[src/rtl/poly_token_issuer.sv]
// Host-side issuer: streams a request's data tokens into the data FIFO, then its command token.
// Optional ISSUER_STATS_EN build adds command/data write counters on cmd_count/tok_count.
module poly_token_issuer #(
    parameter int word_size = 16,
    parameter int max_deg   = 10
) (
    input  logic                 clk,
    input  logic                 rst,
    input  logic                 req_valid,
    output logic                 req_ready,
    input  logic [7:0]           req_op,
    input  logic [2:0]           req_a,
    input  logic [4:0]           req_n,
    input  logic                 in_valid,
    output logic                 in_ready,
    input  logic [word_size-1:0] in_data,
    input  logic                 data_full,
    output logic                 wr_data_fifo,
    output logic [word_size-1:0] data_out,
    input  logic                 cmd_full,
    output logic                 wr_cmd_fifo,
    output logic [word_size-1:0] cmd_out,
    output logic                 done,
    output logic                 err,
    output logic                 busy,
    output logic [15:0]          cmd_count,
    output logic [15:0]          tok_count
);
    typedef enum logic [1:0] {IDLE, DATA, CMD, DONE} state_t;

    state_t               state;
    logic [5:0]           cnt;
    logic                 err_q;
    logic [word_size-1:0] cmd_q;

    logic [5:0] req_cnt;
    logic       req_bad;
    logic [4:0] arg2;

    // Decode token count and legality of the request on the input side.
    always_comb begin
        req_cnt = '0;
        req_bad = 1'b0;
        arg2    = '0;
        case (req_op)
            8'd0: begin
                req_cnt = {1'b0, req_n} + 6'd1;
                arg2    = req_n;
                req_bad = int'(req_n) > max_deg;
            end
            8'd1: req_cnt = 6'd1;
            8'd2: begin
                req_cnt = {1'b0, req_n};
                arg2    = req_n;
                req_bad = (req_n == 5'd0);
            end
            8'd3: req_cnt = 6'd0;
            default: req_bad = 1'b1;
        endcase
    end

    assign req_ready    = (state == IDLE);
    assign in_ready     = (state == DATA) && !data_full;
    assign wr_data_fifo = (state == DATA) && in_valid && !data_full;
    assign data_out     = in_data;
    assign wr_cmd_fifo  = (state == CMD) && !cmd_full;
    assign cmd_out      = cmd_q;
    assign done         = (state == DONE);
    assign err          = (state == DONE) && err_q;
    assign busy         = (state != IDLE);

    always_ff @(posedge clk or negedge rst) begin
        if (!rst) begin
            state <= IDLE;
            cnt   <= '0;
            err_q <= 1'b0;
            cmd_q <= '0;
        end else begin
            case (state)
                IDLE: if (req_valid) begin
                    cmd_q <= word_size'({arg2, req_a, req_op});
                    err_q <= req_bad;
                    cnt   <= req_bad ? 6'd0 : req_cnt;
                    if (req_bad)             state <= DONE;
                    else if (req_cnt == 6'd0) state <= CMD;
                    else                      state <= DATA;
                end
                DATA: if (wr_data_fifo) begin
                    cnt <= cnt - 6'd1;
                    if (cnt == 6'd1) state <= CMD;
                end
                CMD: if (wr_cmd_fifo) state <= DONE;
                DONE: begin
                    err_q <= 1'b0;
                    state <= IDLE;
                end
                default: state <= IDLE;
            endcase
        end
    end

`ifdef ISSUER_STATS_EN
    always_ff @(posedge clk or negedge rst) begin
        if (!rst) begin
            cmd_count <= '0;
            tok_count <= '0;
        end else begin
            if (wr_cmd_fifo)  cmd_count <= cmd_count + 16'd1;
            if (wr_data_fifo) tok_count <= tok_count + 16'd1;
        end
    end
`else
    assign cmd_count = '0;
    assign tok_count = '0;
`endif

endmodule

[config.mk]
export PLATFORM = sky130hd
export DESIGN_NAME = poly_token_issuer
export DESIGN_NICKNAME = d
export VERILOG_FILES = /design/src/rtl/poly_token_issuer.sv
export SDC_FILE = /design/constraint.sdc
export NUM_CORES = 1
export LEC_CHECK = 0
export ABC_AREA = 1
export CORE_MARGIN = 4
export CORE_UTILIZATION = 30
export DETAILED_ROUTE_END_ITERATION = 8
export GPL_ROUTABILITY_DRIVEN = 0
export PLACE_DENSITY = 0.69
export SLEW_MARGIN = 20
export SYNTH_ARGS = -nofsm -noshare
export SYNTH_HDL_FRONTEND = slang
export SYNTH_SLANG_ARGS = --single-unit
export TNS_END_PERCENT = 1
[constraint.sdc]
create_clock -name clk -period 3.73 [get_ports clk]
set_input_delay 0.746 -clock clk [delete_from_list [all_inputs] [get_ports clk]]
set_output_delay 0.746 -clock clk [all_outputs]
set_load 0.01 [all_outputs]
# Yosys cells after proc, flatten, opt, wreduce, memory -nomap -nowiden
# Index checks and enable logic that the tools add are counted.
# op_classes
add_sub_neg	2
order_cmp	1
eq_ne	11
mux	16
reduce_logical	20
# op_table
op	count
2-to-1 mux 6 bit	3
case mux 6 bit (3 select lines)	1
equality test 8 x 2 -> 1 bit (second input constant)	2
2-to-1 mux 2 bit	6
case mux 6 bit (2 select lines)	1
equality test 8 x 1 -> 1 bit (second input constant)	1
logical NOT 8 bit	1
case mux 2 bit (4 select lines)	1
adder 5 x 1 -> 6 bit (second input constant)	1
equality test 6 x 1 -> 1 bit (second input constant)	1
logical NOT 6 bit	1
inequality test 2 bit (second input constant)	3
nonzero test 2 bit	3
subtractor 6 x 1 -> 6 bit (second input constant)	1
greater-than comparator 5 x 4 -> 1 bit (second input constant)	1
logical AND 1 bit	5
logical NOT 5 bit	1
2-to-1 mux 5 bit	1
equality test 2 bit (second input constant)	2
AND reduction 2 bit	2
AND reduction 4 bit	1
OR reduction 2 bit	2
case mux 1 bit (3 select lines)	1
AND reduction 3 bit	1
6 further kinds	7
# totals
register_bits	25
input_bits	38
elab_cells	54

# Logic depth before layout (Yosys ltp)
# Gate-level depths: netlist (run 1).
# logic_depth
ltp_word	7
depth_mapped	11
mapped_depth_nobuf	11

# Worst setup path after synthesis (run 1)
# Ideal clock, no wire load.
# synth_path
kind	register to output
start	reg state[1]
end	out in_ready
t_arrival_ns	0.970
required_ns	2.984
slack_ns	2.014
path_stages_with_launch	6
n_path_buf	1
path_cell_list	dfrtp_1 -> inv_1 -> ha_1 -> buf_6 -> inv_2 -> nor2_1
# synth_between
elab_chain_len	2
# synth_rtl
item	line_no	source
from (decl)	31	state_t state;
from (signal assigned)	74	state <= IDLE;
from (signal assigned)	84	if (req_bad) state <= DONE;
from (signal assigned)	85	else if (req_cnt == 6'd0) state <= CMD;
equality test 2 x 1 -> 1 bit	63	assign in_ready = (state == DATA) && !data_full;
logical AND 1 bit	63	
to (decl)	15	output logic in_ready,
# Every way passes these cells.

# Worst setup path after layout (run 1)
# Ends and elaborated chain as after synthesis.

==> flow_summary.json, run 1 <==
{
  "crit_path_start_kind": "flop",
  "layout-drive-gt1-share_pct": 12.5,
  "fp.coreArea_sq_mm": 0.00646,
  "rows": 29,
  "multi_input_area_sq_mm": 0.00105,
  "io_pins": 109,
  "routed-via-count": 1588,
  "mostFrequentLayoutCells": "nand2_1 (59), clkdlybuf4s50_1 (44), conb_1 (32), dfrtp_1 (25), inv_1 (18)",
  "synth_area_per_cell_sq_um": 7.90,
  "fill_cells": 674,
  "crit_arrival_ns": 2.03,
  "vias_per_cell": 4.36,
  "grt_pass1_wl_microns": 7090,
  "max_freq_ghz": 0.360,
  "antenna_found_initial": 0,
  "cts_tree": "built",
  "ys_ff_latch": 25,
  "synth_warnings": 0,
  "grt_start_max_net_pins": 26,
  "p_per_area_mw_per_mm2": 580,
  "netlist_area_sq_mm": 0.00204,
  "regArea_sq_um": 626,
  "nets": 335,
  "cp_top_family": "buffers and inverters",
  "slowest_delay_ns": 0.55,
  "crit_chain": "inv_1 > ha_1 > inv_2 > nor2_1 > clkdlybuf4s50_1",
  "rsz0062_at_grt": "false",
  "drc": 0,
  "antenna_left": 0,
  "die_w_microns": 90.4,
  "outcome": "complete, no violations",
  "hp-class": "reg2reg",
  "portBuffers": 44,
  "clock_sinks": 25,
  "setup_tns_ns": 0,
  "gr-total-overflow": 0,
  "critical_path_buf_inv_count": 3,
  "ir_drop_mv": 0.272,
  "r2r_slack_ns": 1.92,
  "synth.distinct_cells": 32,
  "clk_pin_slew_worst_paths_ns": 0.09,
  "cts_resized": 0,
  "root_buffer": "clkbuf_8",
  "area_growth_pct": 15.8,
  "ys_seq_area_share_pct": 30.7,
  "dr.pass1.iters": 4,
  "finalMaxSlewViolations": 0,
  "slowest_stage": "clkdlybuf4s50_1",
  "drt-total-wl_microns": 4240,
  "htree_levels": 1,
  "leakagePower_nw": 1.18,
  "layout_commonest_cell": "nand2_1",
  "setup_violations": 0,
  "grtUsageTotal_pct": 10.2,
  "start_util_pct": 31.5,
  "min_period_ns": 2.78,
  "p_total_mw": 1.37,
  "die_area_sq_mm": 0.00817,
  "cp_max_fo": 9,
  "dp_hpwl_microns": 3350,
  "grt_pass1_vias": 1614,
  "crit_type": "reg2out",
  "numCtsBuffers": 3,
  "hold_violations": 0,
  "synth_area_leaders": "dfrtp_1 (31%), buf_4 (18%), nand2_1 (11%)",
  "ctsHoldBuffers": 0,
  "synth_area_leader_cell": "dfrtp_1",
  "cts_setup_buffers": 0,
  "dr.first_iter.drc_count": 91,
  "maxCapViolations": 0,
  "skew_ns": 0.00521,
  "clockBufferDepth": 2,
  "worst_slack_ns": 0.951,
  "antenna_cells": 0,
  "pre_cts_ws_ns": 0.966,
  "syn-instance-count": 258,
  "cp.required_ns": 2.98,
  "synth_top_area_share_pct": 30.7,
  "wl_per_cell_microns": 11.6,
  "cp-end-kind": "primary output",
  "clock_latency_ns": 0.26,
  "fin_crit_sh_pct": 74.5,
  "die_y_microns": 90.4
}
final cells by class:
| type | count | share of cell area [%] |
|---|---|---|
| clock buffer | 4 | 1.91 |
| inverter | 23 | 3.66 |
| multi-input combinational | 189 | 44.5 |
| sequential | 25 | 26.5 |
| tap | 77 | 4.08 |
| timing repair buffer | 46 | 19.3 |
sequential cells by signal, indices dropped and copies added, names as in the netlist:
register	count
err_q	1
cnt	6
cmd_out	16
state	2
worst register-to-register path, stage by stage (launching register included):
cell and delay, ns:
dfrtp_1 0.42, inv_1 0.09, ha_1 0.44, nor2_1 0.15
o21ai_4 0.33, a21oi_1 0.11, a22oi_2 0.18
synth_stat cells, drive strengths merged:
cell / count
and2: 1
a32o: 1
nor2: 29
o22ai: 1
a21oi: 6
conb: 1
nand2: 63
nor3: 1
a31oi: 1
buf: 50
ha: 9
dfrtp: 25
nand4: 4
xnor2: 1
nand3: 18
inv: 23
clkbuf: 2
o21ai: 16
a22oi: 3
xor2: 3
cells by family after synthesis:
group,synth area share (%)
xor+xnor,1.72
compound gates,9.28
flops,30.7
simple gates,29.2
other cells,0.184
buf+inv,23.4
fa+ha+maj,5.53
path summary, 6_finish.rpt:
check / start / to / cells after the start
max: state[1] / in_ready / 5
min: cmd_out[8] / cmd_out[8] / 2
max reg2reg: state[1] / cnt[2] / 6
min reg2reg: cmd_out[8] / cmd_out[8] / 2
max in group asynchronous: rst / cmd_out[3] / 2
min in group asynchronous: rst / state[0] / 2
power breakdown:
group | leakage [nW] | total, mW | internal, mW | switching [mW]
combinational | 0.836 | 0.766 | 0.346 | 0.420
clock | 0.0228 | 0.161 | 0.0762 | 0.0850
sequential | 0.320 | 0.440 | 0.374 | 0.0661
total | 1.18 | 1.37 | 0.796 | 0.571
layer usage:
metal / part of all wire (%) / vias up / global-route usage [%]
li1: - / 792 / -
met4: 1.5 / 0 / 3.44
met5: 0 / - / 0
met2: 48 / 63 / 17.9
met3: 7.6 / 10 / 2.58
met1: 43 / 723 / 12.1
stage by stage:
step	hold slack, ns	cell area (sq um)	utilization [%]	std cells
floorplan	0.450	2150	-	289
global placement	0.467	2310	35.8	360
detailed placement	0.468	2310	35.8	360
CTS	0.492	2360	36.5	364
global route	0.520	2360	36.5	364
finish	0.486	2360	36.5	364
Note: power is estimated with default switching activity, not from simulation.
==> inputs of run 2 (changes only) <==
PLACE_DENSITY = 0.72   (was 0.69)
clock period = 2.5 ns   (was 3.73 ns; I/O delays follow)
==> flow_summary.json, run 2 (synthesis gave the netlist of run 1 again) <==
{
  "placed_area_sq_mm": 0.00231,
  "setup_tns_ns": 0,
  "antenna_left": 0,
  "nets": 335,
  "slowest_delay_ns": 0.54,
  "finalMaxSlewViolations": 0,
  "clock_sinks": 25,
  "grt_pass1_vias": 1594,
  "cp.required_ns": 2.00,
  "dp_hpwl_microns": 3420,
  "grtUsageTotal_pct": 10.9,
  "clk_pin_slew_worst_paths_ns": 0.09,
  "cp_top_family": "buffers and inverters",
  "fin_crit_sh_pct": 91.1,
  "dr.first_iter.drc_count": 130,
  "maxUsedRoutingLayer": "met4",
  "design_area_sq_mm": 0.00237,
  "die_w_microns": 90.4,
  "dr_wl_met2_microns": 2030,
  "r2r-start": "state[0]",
  "cp_max_fo": 9,
  "layout-drive-gt1-share_pct": 12.9,
  "wl_met3_microns": 369,
  "dp_cells": 360,
  "crit_type": "reg2out",
  "startpoint": "state[1]",
  "crit_arrival_ns": 1.78,
  "setup_violations": 0,
  "leakagePower_nw": 1.18,
  "wl_met1_microns": 1810,
  "min-delay-start": "cmd_out[10]",
  "hp-class": "reg2reg",
  "critical_path_buf_inv_count": 2,
  "fill_cells": 664,
  "grt_start_max_net_pins": 26,
  "io_pins": 109,
  "crit_chain": "inv_1 > ha_4 > nand2_4 > nor2_8 > clkdlybuf4s50_1",
  "outcome": "complete, no violations",
  "multi_input_area_sq_mm": 0.00106,
  "regArea_sq_um": 626,
  "max_freq_ghz": 0.439,
  "antenna_cells": 0,
  "grt_pass1_wl_microns": 7400,
  "maxCapViolations": 0,
  "mostFrequentLayoutCells": "nand2_1 (59), clkdlybuf4s50_1 (44), conb_1 (32), dfrtp_1 (25), inv_1 (18)",
  "portBuffers": 44,
  "die_y_microns": 90.4,
  "routed-via-count": 1573,
  "start_util_pct": 31.5,
  "layout_commonest_cell": "nand2_1",
  "gr-total-overflow": 0,
  "rows": 29,
  "dr.pass1.iters": 4,
  "numCtsBuffers": 3,
  "fp.coreArea_sq_mm": 0.00646,
  "cp-end-kind": "primary output",
  "cts_tree": "built",
  "clockBufferDepth": 2,
  "area_growth_pct": 16.5,
  "vias_per_cell": 4.32,
  "crit_path_start_kind": "flop",
  "drc": 0,
  "largest_reg_flops": 16,
  "clock_latency_ns": 0.27,
  "hold_violations": 0,
  "wl_per_cell_microns": 11.8,
  "cts_setup_buffers": 0,
  "ctsHoldBuffers": 0,
  "skew_ns": 0.00202,
  "p_total_mw": 2.05,
  "die_area_sq_mm": 0.00817,
  "slowest_stage": "clkdlybuf4s50_1",
  "final_cells": 364,
  "root_buffer": "clkbuf_8",
  "ir_drop_mv": 0.289,
  "rsz0062_at_grt": "false",
  "drt-total-wl_microns": 4290,
  "p_per_area_mw_per_mm2": 866,
  "min_period_ns": 2.28,
  "antenna_found_initial": 0,
  "htree_levels": 1
}
## run 2: cell count changes in the layout (fill, tap and decap cells not counted)
cell | previous run | this run
ha_1 | 9 | 8
ha_4 | 0 | 1
## run 2: final cells by class
class	instances	share of cell area [%]
tap	77	4.06
inverter	23	3.64
clock buffer	4	1.90
sequential	25	26.4
timing repair buffer	46	19.2
multi-input combinational	189	44.8
## run 2: what timing repair did
item,CTS,global route
setup endpoints to repair,2,1
resized for setup,1,1
cloned,0,0
## run 2: worst min-delay path, cell delays in order (launching register included)
cell and delay (ns):
dfrtp_1 0.35, nand2_1 0.05, nand2_1 0.05
## run 2: stage by stage
stage / setup WS [ns] / hold WS, ns / util [%]
after detailed placement: 0.237 / 0.467 / 35.8
final: 0.222 / 0.486 / 36.7
after global placement: 0.244 / 0.464 / 35.8
after global routing: 0.120 / 0.526 / 36.7
after floorplan: 0.990 / 0.204 / -
after CTS: 0.100 / 0.494 / 36.6
## run 2: where the power goes
group / total, mW / internal, mW / switching (mW)
Combinational: 1.15 / 0.528 / 0.626
Sequential: 0.658 / 0.558 / 0.100
Clock: 0.243 / 0.114 / 0.129
Total: 2.05 / 1.20 / 0.855
## run 2: worst paths after layout
kind | slack (ns) | depth (start not counted) | endpoint
setup / recovery | 0.22 | 5 | wr_data_fifo
hold / removal | 0.49 | 2 | cmd_out[10]
setup reg to reg | 0.81 | 11 | state[0]
hold reg to reg | 0.49 | 2 | cmd_out[10]
max in group asynchronous | 1.65 | 2 | state[1]
min in group asynchronous | 0.59 | 2 | cnt[4]
## run 2: routing by layer
metal	vias up	GRT usage [%]
met5	-	0
met2	69	19.0
met4	0	4.34
met3	9	3.08
li1	798	-
met1	697	12.6
==> inputs of run 3 (changes only) <==
RECOVER_POWER = 25   (was unset)
==> flow_summary.json, run 3 (synthesis gave the netlist of run 1 again) <==
{
  "routed-via-count": 1575,
  "hold_end": "cmd_out[10]",
  "regArea_sq_um": 626,
  "fin_crit_sh_pct": 91.1,
  "htree_levels": 1,
  "crit_type": "reg2out",
  "p_per_area_mw_per_mm2": 867,
  "setup_violations": 0,
  "ctsHoldBuffers": 0,
  "grt_pass1_vias": 1594,
  "portBuffers": 44,
  "wl_per_cell_microns": 11.8,
  "skew_ns": 0.00195,
  "numCtsBuffers": 3,
  "outcome": "complete, no violations",
  "rr_worst_depth": 11,
  "layout-drive-gt1-share_pct": 12.5,
  "cp_max_fo": 9,
  "dp_cells": 360,
  "clockBufferDepth": 2,
  "finalCoreUtilization_pct": 36.7,
  "dp_hpwl_microns": 3420,
  "rsz0062_at_grt": "false",
  "nets": 335,
  "leakagePower_nw": 1.17,
  "die_area_sq_mm": 0.00817,
  "r2r_slack_ns": 0.81,
  "grt_start_max_net_pins": 26,
  "setup_tns_ns": 0,
  "dr.first_iter.drc_count": 130,
  "largest_reg_flops": 16,
  "finalMaxSlewViolations": 0,
  "die_w_microns": 90.4,
  "drc": 0,
  "ir_drop_mv": 0.289,
  "final_cells": 364,
  "area_growth_pct": 16.3,
  "hp-class": "reg2reg",
  "cp-end-kind": "primary output",
  "clk_pin_slew_worst_paths_ns": 0.09,
  "cp.required_ns": 2.00,
  "layout_commonest_cell": "nand2_1",
  "crit_path_start_kind": "flop",
  "r2r-start": "state[0]",
  "crit_arrival_ns": 1.78,
  "root_buffer": "clkbuf_8",
  "clock_sinks": 25,
  "fill_cells": 663,
  "antenna_left": 0,
  "hold_violations": 0,
  "r2r-end": "state[0]",
  "min_period_ns": 2.28,
  "cts_setup_buffers": 0,
  "drt-total-wl_microns": 4290,
  "antenna_cells": 0,
  "mostFrequentLayoutCells": "nand2_1 (59), clkdlybuf4s50_1 (43), conb_1 (32), dfrtp_1 (25), inv_1 (18)",
  "cts_tree": "built",
  "io_pins": 109,
  "rows": 29,
  "maxCapViolations": 0,
  "tightest_slew_ns": 1.37,
  "multi_input_area_sq_mm": 0.00106,
  "die_y_microns": 90.4,
  "dr.pass1.iters": 4,
  "antenna_found_initial": 0,
  "gr-total-overflow": 0,
  "p_total_mw": 2.05,
  "slew_headroom_pct": 8.39,
  "min_path_cells": 2,
  "min-delay-start": "cmd_out[10]",
  "start_util_pct": 31.5,
  "vias_per_cell": 4.33,
  "fp.coreArea_sq_mm": 0.00646,
  "grtUsageTotal_pct": 10.9,
  "grt_pass1_wl_microns": 7400,
  "clock_latency_ns": 0.27,
  "max_freq_ghz": 0.439
}
==> run 3: power breakdown <==
group / internal (mW) / leakage [nW] / switching (mW)
sequential: 0.558 / 0.320 / 0.100
combinational: 0.527 / 0.832 / 0.626
clock: 0.114 / 0.0228 / 0.129
total: 1.20 / 1.17 / 0.855
==> run 3: per-stage QoR <==
stage | cell area, sq um | worst slack, ns | hold slack, ns
6_report | 2370 | 0.222 | 0.486
5_1_grt | 2370 | 0.120 | 0.526
4_1_cts | 2360 | 0.100 | 0.494
3_5_place_dp | 2310 | 0.237 | 0.467
3_3_place_gp | 2310 | 0.244 | 0.464
2_1_floorplan | 2150 | 0.990 | 0.204
==> run 3: final cells by class <==
class                      count  share of cell area, %
tap                           77                   4.07
multi-input combinational    189                   44.9
timing repair buffer          46                   19.1
inverter                      23                   3.65
sequential                    25                   26.4
clock buffer                   4                   1.90
==> run 3: worst max-delay path by stage <==
stage              from            to  cells after the start
2_1_floorplan  state[0]        cnt[4]                      8
3_3_place_gp   in_valid  wr_data_fifo                      4
3_5_place_dp   in_valid  wr_data_fifo                      4
4_1_cts        state[1]  wr_data_fifo                      5
5_1_grt        state[1]  wr_data_fifo                      5
6_report       state[1]  wr_data_fifo                      5
==> run 3: critical path, stage by stage (launching register included) <==
cell	delay [ns]
dfrtp_1	0.42
inv_1	0.12
ha_4	0.23
nand2_4	0.08
nor2_8	0.11
clkdlybuf4s50_1	0.54
==> run 3: layer usage <==
| layer | share of wire [%] | track usage [%] |
|---|---|---|
| met4 | 2.0 | 4.34 |
| met1 | 42 | 12.6 |
| met3 | 8.6 | 3.08 |
| met5 | 0 | 0 |
| met2 | 47 | 19.0 |
==> run 3: timing repair <==
| action | 4_1_cts | 5_1_grt |
|---|---|---|
| gates resized for setup | 1 | 1 |
| endpoints found under the setup margin | 2 | 1 |
| cloned | 0 | 0 |
| pin swaps | 0 | 0 |
